**src/rtl/plot_sequencer.sv**
```systemverilog
// Round-robin pixel sequencer for the vga_adapter plot port: full-screen clear
// sweep on round start, then N player heads plus the timer-bar pixel, one per clock.

module plot_sequencer_lane #(
  parameter int X_W      = 8,
  parameter int Y_W      = 7,
  parameter int SCREEN_W = 160,
  parameter int SCREEN_H = 120
) (
  input  logic               en,
  input  logic [X_W+Y_W-1:0] p,
  output logic               valid,
  output logic [X_W-1:0]     px,
  output logic [Y_W-1:0]     py
);
  assign px = p[X_W+Y_W-1 -: X_W];
  assign py = p[Y_W-1:0];

  // Extra bit on the compare so a screen of exactly 2^X_W / 2^Y_W still works.
  assign valid = en
              && ({1'b0, px} < (X_W+1)'(SCREEN_W))
              && ({1'b0, py} < (Y_W+1)'(SCREEN_H));
endmodule

module plot_sequencer #(
  parameter int             NUM_PLAYERS  = 4,
  parameter int             X_W          = 8,
  parameter int             Y_W          = 7,
  parameter int             SCREEN_W     = 160,
  parameter int             SCREEN_H     = 120,
  parameter int             TIMER_Y      = 119,
  parameter int             TIMER_LEN    = 158,
  parameter logic [2:0]     BG_COLOUR    = 3'b000,
  parameter logic [2:0]     TIMER_COLOUR = 3'b111
) (
  input  logic                             CLOCK_50,
  input  logic                             reset,
  input  logic                             start,
  input  logic                             tick,
  input  logic [NUM_PLAYERS-1:0]           player_en,
  input  logic [NUM_PLAYERS*(X_W+Y_W)-1:0] pos,
  input  logic [NUM_PLAYERS*3-1:0]         colours,
  output logic [X_W-1:0]                   x,
  output logic [Y_W-1:0]                   y,
  output logic [2:0]                       colour,
  output logic                             plot,
  output logic                             running,
  output logic                             clearing,
  output logic [X_W-1:0]                   timer_x,
  output logic                             done
);
  localparam int SW = $clog2(NUM_PLAYERS + 1);
  localparam logic [X_W-1:0] CX_LAST = X_W'(SCREEN_W - 1);
  localparam logic [Y_W-1:0] CY_LAST = Y_W'(SCREEN_H - 1);
  localparam logic [X_W-1:0] T_LAST  = X_W'(TIMER_LEN);
  localparam logic [SW-1:0]  S_LAST  = SW'(NUM_PLAYERS);

  if (NUM_PLAYERS < 1 || NUM_PLAYERS > 8) begin : g_bad_n
    $error("plot_sequencer: NUM_PLAYERS must be 1..8");
  end
  if (SCREEN_W > (1 << X_W)) begin : g_bad_w
    $error("plot_sequencer: SCREEN_W does not fit in X_W bits");
  end
  if (SCREEN_H > (1 << Y_W)) begin : g_bad_h
    $error("plot_sequencer: SCREEN_H does not fit in Y_W bits");
  end

  typedef enum logic [1:0] {IDLE, CLEAR, DRAW} state_t;

  state_t         state;
  logic [X_W-1:0] cx;
  logic [Y_W-1:0] cy;
  logic [SW-1:0]  slot;

  // Candidate pixel per slot; the extra top entry is the timer bar, so the
  // slot counter indexes the table directly with no out-of-range case.
  logic [NUM_PLAYERS:0]          sel_vld;
  logic [NUM_PLAYERS:0][X_W-1:0] sel_x;
  logic [NUM_PLAYERS:0][Y_W-1:0] sel_y;
  logic [NUM_PLAYERS:0][2:0]     sel_c;

  for (genvar k = 0; k < NUM_PLAYERS; k++) begin : g_lane
    plot_sequencer_lane #(
      .X_W      (X_W),
      .Y_W      (Y_W),
      .SCREEN_W (SCREEN_W),
      .SCREEN_H (SCREEN_H)
    ) u_lane (
      .en    (player_en[k]),
      .p     (pos[k*(X_W+Y_W) +: X_W+Y_W]),
      .valid (sel_vld[k]),
      .px    (sel_x[k]),
      .py    (sel_y[k])
    );
    assign sel_c[k] = colours[k*3 +: 3];
  end

  assign sel_vld[NUM_PLAYERS] = 1'b1;
  assign sel_x[NUM_PLAYERS]   = timer_x;
  assign sel_y[NUM_PLAYERS]   = Y_W'(TIMER_Y);
  assign sel_c[NUM_PLAYERS]   = TIMER_COLOUR;

  always_ff @(posedge CLOCK_50) begin
    if (reset) begin
      state    <= IDLE;
      cx       <= '0;
      cy       <= '0;
      slot     <= '0;
      x        <= '0;
      y        <= '0;
      colour   <= '0;
      plot     <= 1'b0;
      running  <= 1'b0;
      clearing <= 1'b0;
      timer_x  <= '0;
      done     <= 1'b0;
    end else begin
      plot <= 1'b0;
      done <= 1'b0;
      if (start) begin
        // Start from any state (re)begins the sweep; a coincident tick is dropped.
        state    <= CLEAR;
        cx       <= '0;
        cy       <= '0;
        slot     <= '0;
        running  <= 1'b0;
        clearing <= 1'b1;
      end else begin
        unique case (state)
          IDLE: ;
          CLEAR: begin
            plot   <= 1'b1;
            x      <= cx;
            y      <= cy;
            colour <= BG_COLOUR;
            if (cx == CX_LAST) begin
              cx <= '0;
              if (cy == CY_LAST) begin
                state    <= DRAW;
                slot     <= '0;
                running  <= 1'b1;
                clearing <= 1'b0;
                timer_x  <= '0;
              end else begin
                cy <= cy + 1'b1;
              end
            end else begin
              cx <= cx + 1'b1;
            end
          end
          DRAW: begin
            if (tick && timer_x >= T_LAST) begin
              // Round over: timer_x saturates and the slot pixel is suppressed.
              state   <= IDLE;
              running <= 1'b0;
              done    <= 1'b1;
            end else begin
              if (tick) timer_x <= timer_x + 1'b1;
              if (sel_vld[slot]) begin
                plot   <= 1'b1;
                x      <= sel_x[slot];
                y      <= sel_y[slot];
                colour <= sel_c[slot];
              end
              slot <= (slot == S_LAST) ? '0 : slot + 1'b1;
            end
          end
          default: state <= IDLE;
        endcase
      end
    end
  end
endmodule

```
**config.mk**
```make
export PLATFORM = sky130hd
export DESIGN_NAME = plot_sequencer
export DESIGN_NICKNAME = d
export VERILOG_FILES = /design/src/rtl/plot_sequencer.sv
export SDC_FILE = /design/constraint.sdc
export NUM_CORES = 1
export LEC_CHECK = 0
export CORE_AREA = 2 2 65 112
export DETAILED_ROUTE_END_ITERATION = 8
export DIE_AREA = 0 0 67 114
export PLACE_DENSITY = 0.84
export SYNTH_ARGS = -nofsm -noshare
export SYNTH_HDL_FRONTEND = slang
export SYNTH_SLANG_ARGS = --single-unit
export TNS_END_PERCENT = 50
```
**constraint.sdc**
```tcl
create_clock -name CLOCK_50 -period 6 [get_ports CLOCK_50]
set_clock_uncertainty 0.2 [all_clocks]
set_input_delay 1.2 -clock CLOCK_50 [delete_from_list [all_inputs] [get_ports CLOCK_50]]
set_output_delay 1.2 -clock CLOCK_50 [all_outputs]
set_load 0.1 [all_outputs]
```
# Yosys cells after proc, flatten, opt, wreduce, memory -nomap -nowiden
# Cells that the tools add are included.
dict set report totals {
  output_inout_bits 30
  inputBits 80
  wordCells 115
  regBits 50
}
dict set report classes {
  n_addsub 4
  order_cmp 10
  n_eq_ne 15
  n_reduce_logical 24
  muxes 45
  bitwise 4
}
# cell count
set op_table {}
lappend op_table {{$mux 8} 8}
lappend op_table {{$lt 8x8->1 const B} 4}
lappend op_table {{$pmux 8 s2} 2}
lappend op_table {{$lt 7x7->1 const B} 4}
lappend op_table {{$bmux 8 s3} 1}
lappend op_table {{$bmux 7 s3} 1}
lappend op_table {{$mux 3} 7}
lappend op_table {{$mux 7} 3}
lappend op_table {{$reduce_and 4->1} 5}
lappend op_table {{$add 8x1->8 const B} 2}
lappend op_table {{$ne 2x2->1 const B} 7}
lappend op_table {{$pmux 7 s2} 1}
lappend op_table {{$mux 1} 12}
lappend op_table {{$pmux 3 s2} 2}
lappend op_table {{$bmux 3 s3} 1}
lappend op_table {{$logic_and 1x1->1} 9}
lappend op_table {{$ne 3x3->1 const B} 3}
lappend op_table {{$eq 8x8->1 const B} 1}
lappend op_table {{$ge 8x8->1 const B} 1}
lappend op_table {{$reduce_bool 2->1} 4}
lappend op_table {{$add 7x1->7 const B} 1}
lappend op_table {{$eq 7x7->1 const B} 1}
lappend op_table {{$mux 2} 3}
lappend op_table {{$pmux 2 s3} 1}
lappend op_table {{13 further kinds} 18}

# Depth between registers and ports, before layout
# Gate-level depths: netlist (run 1).
dict set report depth {
  word_depth 8
  ltp_mapped 11
  depth_no_buf 7
}

# Cells and area by module
# A second synthesis (run 1) with hierarchy kept.
dict set report unflattened {
  hier_cells 423
  hier_area_um2 3703.6
}
# mod area_per_inst_um2 instances cells_per_inst seq_area_each_um2
set by_module_without_submodules {}
lappend by_module_without_submodules {plot_sequencer 3183.1 1 351 1001.0}
lappend by_module_without_submodules {plot_sequencer_lane 130.1 4 18 0.0}

# Worst setup path after synthesis (run 1)
# OpenSTA, ideal clock, no wires.
dict set report synth_timing {
  kind {flip-flop to flip-flop}
  from {register timer_x[0]}
  to {register x[6]}
  synth_period_minus_slack_ns 2.954
  stages_incl_launch_ff 8
  arrival_ns 2.604
  required_ns 5.650
  slack_ns 3.046
  setup_time_ns 0.150
  n_path_buf 0
  cell_sequence {dfxtp_1 > inv_1 > ha_1 > o2111a_1 > o211ai_2 > nand2_1 > o211ai_1 > o221ai_1}
}
dict set report synth_between {
  elab_chain_len 4
}
# item line_no
set synth_rtl {}
lappend synth_rtl {{start: declaration} 49} ;# output logic [X_W-1:0] timer_x,
lappend synth_rtl {{start signal: assignment} 158} ;# if (tick) timer_x <= timer_x + 1'b1;
lappend synth_rtl {{$ge 8x8->1} 152} ;# if (tick && timer_x >= T_LAST) begin
lappend synth_rtl {{$logic_and 1x1->1} 152}
lappend synth_rtl {{$ne 2x2->1 (no source line)} --}
lappend synth_rtl {{$reduce_and 4->1 (no source line)} --}
lappend synth_rtl {{end signal: assignment} 161} ;# x <= sel_x[slot];
lappend synth_rtl {{end: declaration} 43} ;# output logic [X_W-1:0] x,
# No other way between the ends.
# A chain may end at the register's enable or synchronous reset.

# Final worst setup path (run 1)
dict set report layout_timing {
  from {register timer_x[4]}
  to {output port timer_x[4]}
}
# No word-level cell between the ends.

==> results.sh, run 1 <==
export IMPL_startpoint_type="flop"
export IMPL_ys_seq_elements=50
export IMPL_post_route_period_util_pct=56.97
export IMPL_firstDrtPassIters=6
export IMPL_die_y_um=114
export IMPL_maxSlewViolCount=0
export IMPL_timing_hold_ws_ns=0.2856
export IMPL_clkLatencyLatePin_ns=0.30
export IMPL_postLayoutCellArea_um2=4522
export IMPL_tightest_slew_ns=0.9909
export IMPL_leakage_uw=0.001429
export IMPL_numCtsBuffers=5
export IMPL_grt_pass1_vias=3452
export IMPL_power_density_nw_per_um2=168.8
export IMPL_async_reset_ff_share_pct=0
export IMPL_drt_iter0_drc=331
export IMPL_cpLargestDelayFamily="buffers and inverters"
export IMPL_status="finished clean"
export IMPL_drtAntennaViolNets=0
export IMPL_ff2ff_path_depth=7
export IMPL_max_freq_ghz=0.2926
export IMPL_clk_pin_slew_ns=0.07
export IMPL_finalHoldViolations=0
export IMPL_drc=0
export IMPL_period_minus_slack_ns=3.418
export IMPL_area_growth_synth_to_final_pct=38.41
export IMPL_yosys_most_used_dff="dfxtp_1"
export IMPL_floorplan_initialDensity_pct=48.00
export IMPL_final_util_pct=66.43
export IMPL_synth_xor_area_share_pct=2.949
export IMPL_synth_fp_nets=465
export IMPL_yosys_area_share_simple_pct=21.45
export IMPL_synth_edff_count=0
export IMPL_synth_top_family_by_area="compound AO/OA/AOI/OAI gates"
export IMPL_core_um2=6807
export IMPL_mostFrequentLayoutCells="clkdlybuf4s50_1, dfxtp_1, nand2_1"
export IMPL_cpPeakStageDelay_ns=1.20
export IMPL_final_common_cell="clkdlybuf4s50_1"
export IMPL_cts_root_buffer="clkbuf_16"
export IMPL_n_antenna_cell=0
export IMPL_ys_seq_area_share_pct=30.64
export IMPL_synth_avg_cell_area_um2=8.689
export IMPL_cap_violations=0
export IMPL_rows=40
export IMPL_overflow=0
export IMPL_synth_cells=376
export IMPL_ys_types=52
export IMPL_path_max_fanout=7
export IMPL_vias=3562
export IMPL_crit_required_ns=4.60
export IMPL_pin_count=110
export IMPL_gp_congestion=0.9727
export IMPL_grt_pass1_wl_mm=17.11
export IMPL_fin_nets=560
export IMPL_yosys_area_share_adder_pct=3.447
export IMPL_wire_per_inst_um=19.56
export IMPL_grt_setup_unrepaired="no"
export IMPL_drive_above_1_share_pct=8.051
export IMPL_cts_sinks=50
export IMPL_syn_area_um2=3267
export IMPL_hpwl_mm=8.317
export IMPL_dpl_cell_area_um2=4367
export IMPL_synth_compound_area_share_pct=23.02
export IMPL_htree_levels=2
export IMPL_worstSetupPathDepth=1
export IMPL_peakVddDrop_mv=0.1525
export IMPL_crit_path_end_kind="output pin"
export IMPL_finalSetupViolations=0
export IMPL_vias_per_cell=6.406
export IMPL_tns_ns=0
export IMPL_yosys_warnings=0
export IMPL_hold_path_depth=2
export IMPL_critPathKind="reg2out"
export IMPL_cts_buffer_depth=2
export IMPL_cts_tree="built"
export IMPL_antenna_found_initial=0
export IMPL_relSlewSlack_pct=33.73
export IMPL_grt_max_degree=31
export IMPL_critical_path_buf_inv_count=1
export IMPL_port_buffers=109
export IMPL_cp_slowest_cell="clkdlybuf4s50_1"
export IMPL_worstPathCellList="clkdlybuf4s50_1"
export IMPL_power_uw=763.1
export IMPL_hold_path_class="reg2reg"
export IMPL_fillers=566
export IMPL_crit_arrival_ns=2.02
export IMPL_cts_setup_buffers=0
export IMPL_cts_repair_resized=0
export IMPL_finalWirelength_mm=10.88
export IMPL_die_area_um2=7638
export IMPL_synth_mux_area_share_pct=12.79
export IMPL_cts_hold_buf=0
export IMPL_die_w_um=67
export IMPL_grt_usage_pct=29.60
==> sequential cells by signal, summed over array words and instances, names as in the netlist <==
register  cells
cx            8
timer_x       8
x             8
cy            7
y             7
colour        3
slot          3
state         2
clearing      1
done          1
plot          1
running       1
==> power breakdown <==
part	internal (µW)	switching, µW
combinational	65.9	60.5
clock	168	132
sequential	335	2.47
==> layer usage <==
metal  up-vias  part of all wire, %  global-route usage (%)
met5         -                    0                       0
met4         0                  5.0                   17.01
met3        40                  8.3                   4.536
met2       234                   51                   52.01
met1      1657                   36                   32.56
li1       1631                    -                       -
==> final cells by class <==
cell class,count,area (µm²),area share (%)
clock buffer,6,138.9,3.071
multi-input combinational,283,2079,45.99
sequential,50,1001,22.14
timing repair buffer,111,1106,24.46
inverter,20,75.07,1.660
tap,84,105.1,2.324
clock inverter,2,16.27,0.3597
==> cells in the mapped netlist (all sizes together) (10+ instances only) <==
master / number / area share (%)
dfxtp: 50 / 31
nand2: 28 / 3.2
nor2: 26 / 3.0
a21oi: 25 / 3.8
inv: 20 / 2.3
o21ai: 16 / 2.5
nand3: 15 / 2.3
or4: 15 / 3.4
clkbuf: 13 / 1.5
nand4: 12 / 2.3
mux4: 11 / 7.6
buf: 10 / 1.9
==> final timing paths <==
| check | to | slack [ns] | from |
|---|---|---|---|
| setup / recovery | timer_x[4] | 2.58 | timer_x[4] |
| hold / removal | colour[0] | 0.29 | colour[0] |
| setup reg to reg | slot[2] | 2.78 | state[0] |
| hold reg to reg | colour[0] | 0.29 | colour[0] |
==> cells by family after synthesis <==
family / Yosys count
AND/OR/NAND/NOR: 131
AO/OA/AOI/OAI: 105
flip-flops: 50
buffers and inverters: 43
multiplexers: 27
XOR/XNOR: 11
adder cells (fa/ha/maj): 9
==> metrics by stage <==
step                      setup WS (ns)  std cells
after global placement            2.429        548
after CTS                         2.590        556
after floorplan                   3.046        376
after global routing              2.467        556
final                             2.582        556
after detailed placement          2.384        548
(Power assumes the default switching activity.)
==> inputs of run 2 (changes only) <==
--- a/config.mk
+++ b/config.mk
@@ -5,10 +5,10 @@
 export SDC_FILE = /design/constraint.sdc
 export NUM_CORES = 1
 export LEC_CHECK = 0
-export CORE_AREA = 2 2 65 112
+export CORE_AREA = 2 2 67 117
 export DETAILED_ROUTE_END_ITERATION = 8
-export DIE_AREA = 0 0 67 114
-export PLACE_DENSITY = 0.84
+export DIE_AREA = 0 0 69 119
+export PLACE_DENSITY = 0.79
 export SYNTH_ARGS = -nofsm -noshare
 export SYNTH_HDL_FRONTEND = slang
 export SYNTH_SLANG_ARGS = --single-unit
==> constraint.sdc (replaced) <==
create_clock -name CLOCK_50 -period 3.2 [get_ports CLOCK_50]
set_clock_uncertainty 0.2 [all_clocks]
set_input_delay 0.64 -clock CLOCK_50 [delete_from_list [all_inputs] [get_ports CLOCK_50]]
set_output_delay 0.64 -clock CLOCK_50 [all_outputs]
set_load 0.1 [all_outputs]
==> results.sh, run 2 (synthesis gave the netlist of run 1 again) <==
export IMPL_hp_start="colour[0]"
export IMPL_regToRegSetupSlack_ns=0.55
export IMPL_finalSetupViolations=0
export IMPL_critPathKind="in2reg"
export IMPL_firstDrtPassIters=4
export IMPL_hpwl_mm=8.558
export IMPL_crit_path_end_kind="flop"
export IMPL_fillers=645
export IMPL_area_growth_synth_to_final_pct=39.53
export IMPL_period_minus_slack_ns=2.739
export IMPL_grt_max_degree=26
export IMPL_finalNonFillerCells=572
export IMPL_wire_per_inst_um=18.83
export IMPL_floorplan_initialDensity_pct=44.40
export IMPL_ff2ff_path_depth=7
export IMPL_grt_pass1_vias=3497
export IMPL_n_antenna_cell=0
export IMPL_largestRegisters="cx: 8 flops, timer_x: 8 flops, x: 8 flops"
export IMPL_overflow=0
export IMPL_relSlewSlack_pct=36.78
export IMPL_finalWirelength_mm=10.77
export IMPL_cts_buffer_depth=2
export IMPL_htree_levels=2
export IMPL_rows=42
export IMPL_grt_pass1_wl_mm=17.24
export IMPL_final_common_cell="clkdlybuf4s50_1"
export IMPL_cts_root_buffer="clkbuf_16"
export IMPL_numCtsBuffers=5
export IMPL_drt_iter0_drc=234
export IMPL_antenna_found_initial=0
export IMPL_drc=0
export IMPL_drtAntennaViolNets=0
export IMPL_tns_ns=0
export IMPL_maxSlewViolCount=0
export IMPL_path_max_fanout=16
export IMPL_port_buffers=109
export IMPL_clkLatencyLatePin_ns=0.29
export IMPL_placed_cells=565
export IMPL_finalHoldViolations=0
export IMPL_die_y_um=119
export IMPL_die_w_um=69
export IMPL_hold_path_depth=2
export IMPL_vias=3492
export IMPL_cts_tree="built"
export IMPL_rr_endpoint="y[1]"
export IMPL_multi_input_area_um2=2079
export IMPL_drive_above_1_share_pct=16.53
export IMPL_post_place_ws_ns=0.2527
export IMPL_cts_sinks=50
export IMPL_r2r_start="timer_x[0]"
export IMPL_cap_violations=0
export IMPL_cts_setup_buffers=0
export IMPL_status="finished clean"
export IMPL_fin_nets=573
export IMPL_power_density_nw_per_um2=322.5
export IMPL_regArea_um2=1001
export IMPL_vias_per_cell=6.105
export IMPL_peakVddDrop_mv=0.2499
export IMPL_crit_arrival_ns=2.75
export IMPL_mostFrequentLayoutCells="clkdlybuf4s50_1, dfxtp_1, buf_4"
export IMPL_clk_pin_slew_ns=0.06
export IMPL_startpoint_type="input port"
export IMPL_timing_hold_ws_ns=0.2777
export IMPL_post_route_period_util_pct=85.59
export IMPL_final_util_pct=61.96
export IMPL_tightest_slew_ns=0.9428
export IMPL_die_area_um2=8211
export IMPL_gp_congestion=0.9564
export IMPL_grt_usage_pct=26.29
export IMPL_grt_setup_unrepaired="no"
export IMPL_cts_hold_buf=0
export IMPL_pin_count=110
export IMPL_hold_path_class="reg2reg"
export IMPL_leakage_uw=0.001561
export IMPL_core_um2=7357
export IMPL_fin_ws_ns=0.4610
export IMPL_cts_repair_resized=0
export IMPL_max_freq_ghz=0.3651
export IMPL_crit_required_ns=3.21
export IMPL_hold_path_end="colour[0]"
## run 2: stage by stage
step	area [µm²]	total power, µW
6_report	4558	1470
5_1_grt	4558	1514
4_1_cts	4558	1477
3_5_place_dp	4394	886.3
3_3_place_gp	4394	881.6
2_1_floorplan	3267	746.8
## run 2: power breakdown
part / total, µW / internal, µW / switching [µW]
logic: 243 / 129 / 114
registers: 631 / 628 / 3.38
clock network: 596 / 366 / 230
## run 2: worst max-delay path: stages
cell	delay (ns)
clkdlybuf4s50_1	0.44
o21ai_0	0.31
a41oi_1	0.26
a22o_4	0.35
or4_1	0.54
a31oi_1	0.22
## run 2: metal layers
metal  up-vias  global-route usage [%]  routed length [µm]
met5         -                       0                   0
met4         0                   16.30                 571
met3        33                   5.415                 773
met2       180                   47.90                5590
met1      1625                   26.76                3837
li1       1654                       -                   -
## run 2: cell type report
| cell class | instances | area share (%) |
|---|---|---|
| clock buffers | 5 | 2.745 |
| clock inverters | 2 | 0.8509 |
| inverters | 20 | 1.647 |
| multi-input cells | 283 | 45.62 |
| flip-flops and latches | 50 | 21.96 |
| well taps | 88 | 2.416 |
| repair buffers | 124 | 24.76 |
## run 2: how the worst max path moves through the flow
stage | startpoint | end | slack [ns]
5_1_grt | cy[0] | timer_x[5] | 0.41
3_3_place_gp | pos[27] | x[6] | 0.34
2_1_floorplan | timer_x[0] | x[6] | 0.25
6_report | pos[12] | y[1] | 0.46
4_1_cts | pos[12] | y[1] | 0.53
3_5_place_dp | pos[12] | y[1] | 0.25
==> inputs of run 3 (changes only) <==
--- a/config.mk
+++ b/config.mk
@@ -5,10 +5,12 @@
 export SDC_FILE = /design/constraint.sdc
 export NUM_CORES = 1
 export LEC_CHECK = 0
-export CORE_AREA = 2 2 67 117
+export CELL_PAD_IN_SITES_DETAIL_PLACEMENT = 1
+export CELL_PAD_IN_SITES_GLOBAL_PLACEMENT = 1
+export CORE_AREA = 2 2 78 135
 export DETAILED_ROUTE_END_ITERATION = 8
-export DIE_AREA = 0 0 69 119
-export PLACE_DENSITY = 0.79
+export DIE_AREA = 0 0 80 137
+export PLACE_DENSITY_LB_ADDON = 0.1
 export SYNTH_ARGS = -nofsm -noshare
 export SYNTH_HDL_FRONTEND = slang
 export SYNTH_SLANG_ARGS = --single-unit
==> results.sh, run 3 (synthesis gave the netlist of run 1 again) <==
export IMPL_pin_count=110
export IMPL_largestRegisters="cx: 8 flops, timer_x: 8 flops, x: 8 flops"
export IMPL_grt_busiest_layer="met2"
export IMPL_critPathKind="reg2reg"
export IMPL_rr_endpoint="timer_x[7]"
export IMPL_htree_levels=2
export IMPL_grt_pass1_vias=3729
export IMPL_die_y_um=137
export IMPL_hold_path_class="reg2reg"
export IMPL_fin_nets=570
export IMPL_drt_iter0_drc=133
export IMPL_path_max_fanout=25
export IMPL_vias=3465
export IMPL_cpLargestDelayFamily="compound AO/OA/AOI/OAI gates"
export IMPL_grt_setup_unrepaired="no"
export IMPL_die_w_um=80
export IMPL_fillers=1196
export IMPL_n_antenna_cell=0
export IMPL_postLayoutCellArea_um2=4566
export IMPL_hpwl_mm=9.769
export IMPL_cts_root_buffer="clkbuf_16"
export IMPL_grtUsageMet2_pct=46.25
export IMPL_critical_path_buf_inv_count=0
export IMPL_met1_usage_pct=24.48
export IMPL_clkLatencyLatePin_ns=0.30
export IMPL_die_area_um2=10960
export IMPL_mostFrequentLayoutCells="clkdlybuf4s50_1, dfxtp_1, buf_4"
export IMPL_crit_required_ns=3.22
export IMPL_cts_buffer_depth=2
export IMPL_cpPeakStageDelay_ns=0.73
export IMPL_multi_input_area_um2=2079
export IMPL_drc=0
export IMPL_worstPathCellList="ha_1, and4_1, and2_1, a21boi_2, o21ai_1, a21oi_1"
export IMPL_numCtsBuffers=5
export IMPL_grt_pass1_wl_mm=19.79
export IMPL_final_util_pct=46.35
export IMPL_regArea_um2=1001
export IMPL_crit_path_start="cx[0]"
export IMPL_gp_congestion=0.8150
export IMPL_wire_per_inst_um=20.61
export IMPL_relSlewSlack_pct=35.93
export IMPL_peakVddDrop_mv=0.1971
export IMPL_tns_ns=0
export IMPL_floorplan_initialDensity_pct=33.17
export IMPL_power_uw=1422
export IMPL_crit_path_end_kind="flop"
export IMPL_cp_slowest_cell="a21boi_2"
export IMPL_crit_path_end="timer_x[7]"
export IMPL_ff2ff_path_depth=6
export IMPL_worstSetupPathDepth=6
export IMPL_post_route_period_util_pct=86.04
export IMPL_vias_per_cell=5.708
export IMPL_drive_above_1_share_pct=15.98
export IMPL_antenna_found_initial=0
export IMPL_finalSetupViolations=0
export IMPL_drtAntennaViolNets=0
export IMPL_core_um2=9849
export IMPL_cap_violations=0
export IMPL_grt_usage_pct=23.56
export IMPL_finalHoldViolations=0
export IMPL_regToRegSetupSlack_ns=0.45
export IMPL_grt_util_met3_pct=2.704
export IMPL_cts_tree="built"
export IMPL_max_freq_ghz=0.3632
export IMPL_maxSlewViolCount=0
export IMPL_port_buffers=109
export IMPL_period_minus_slack_ns=2.753
export IMPL_firstDrtPassIters=4
export IMPL_tightest_slew_ns=0.9554
export IMPL_rows=48
export IMPL_grt_max_degree=31
export IMPL_startpoint_type="flop"
export IMPL_r2r_start="cx[0]"
export IMPL_leakage_uw=0.001540
export IMPL_crit_arrival_ns=2.77
export IMPL_cts_hold_buf=0
export IMPL_status="finished clean"
export IMPL_clk_pin_slew_ns=0.07
export IMPL_dpl_cell_area_um2=4418
export IMPL_finalWirelength_mm=12.51
export IMPL_cts_repair_resized=0
export IMPL_power_density_nw_per_um2=311.4
export IMPL_cts_setup_buffers=0
export IMPL_area_growth_synth_to_final_pct=39.75
export IMPL_final_common_cell="clkdlybuf4s50_1"
export IMPL_overflow=0
export IMPL_cts_sinks=50
[run 3: cell count changes in the layout (fill, tap and decap cells not counted), sizes merged]
cell and change:
buf -3, bufinv -1, clkbuf +2
[run 3: report_power, final]
part | switching (µW) | internal [µW]
combinational | 115 | 125
clock | 239 | 311
sequential | 4.68 | 628
[run 3: worst min-delay path by stage]
stage | start | to | slack (ns) | cells past startpoint
floorplan | state[1] | state[1] | 0.27 | 2
global placement | colour[0] | colour[0] | 0.27 | 2
detailed placement | clearing | clearing | 0.28 | 2
CTS | colour[2] | colour[2] | 0.29 | 2
global route | colour[0] | colour[0] | 0.32 | 2
finish | clearing | clearing | 0.29 | 2
[run 3: metal layers]
metal	vias up	share of wire, %
met5	-	0
met4	0	3.0
met1	1720	37
li1	1652	-
met2	68	58
met3	25	2.3
[run 3: worst min-delay path: stages (launching register included)]
cell and delay (ns):
dfxtp_1 0.33, a21oi_1 0.06, nor2_1 0.07
[run 3: area by class of cell]
type / instances / area share, %
flip-flops and latches: 50 / 21.92
well taps: 125 / 3.426
inverters: 20 / 1.644
clock inverters: 1 / 0.1096
clock buffers: 7 / 3.124
multi-input cells: 283 / 45.55
repair buffers: 121 / 24.23
[run 3: per-stage QoR]
stage	setup WS (ns)	cells	hold WS, ns
2_1_floorplan	0.2463	376	0.2702
3_3_place_gp	0.2834	599	0.2702
3_5_place_dp	0.1856	599	0.2832
4_1_cts	0.4126	607	0.2943
5_1_grt	0.2168	607	0.3156
6_report	0.4467	607	0.2914
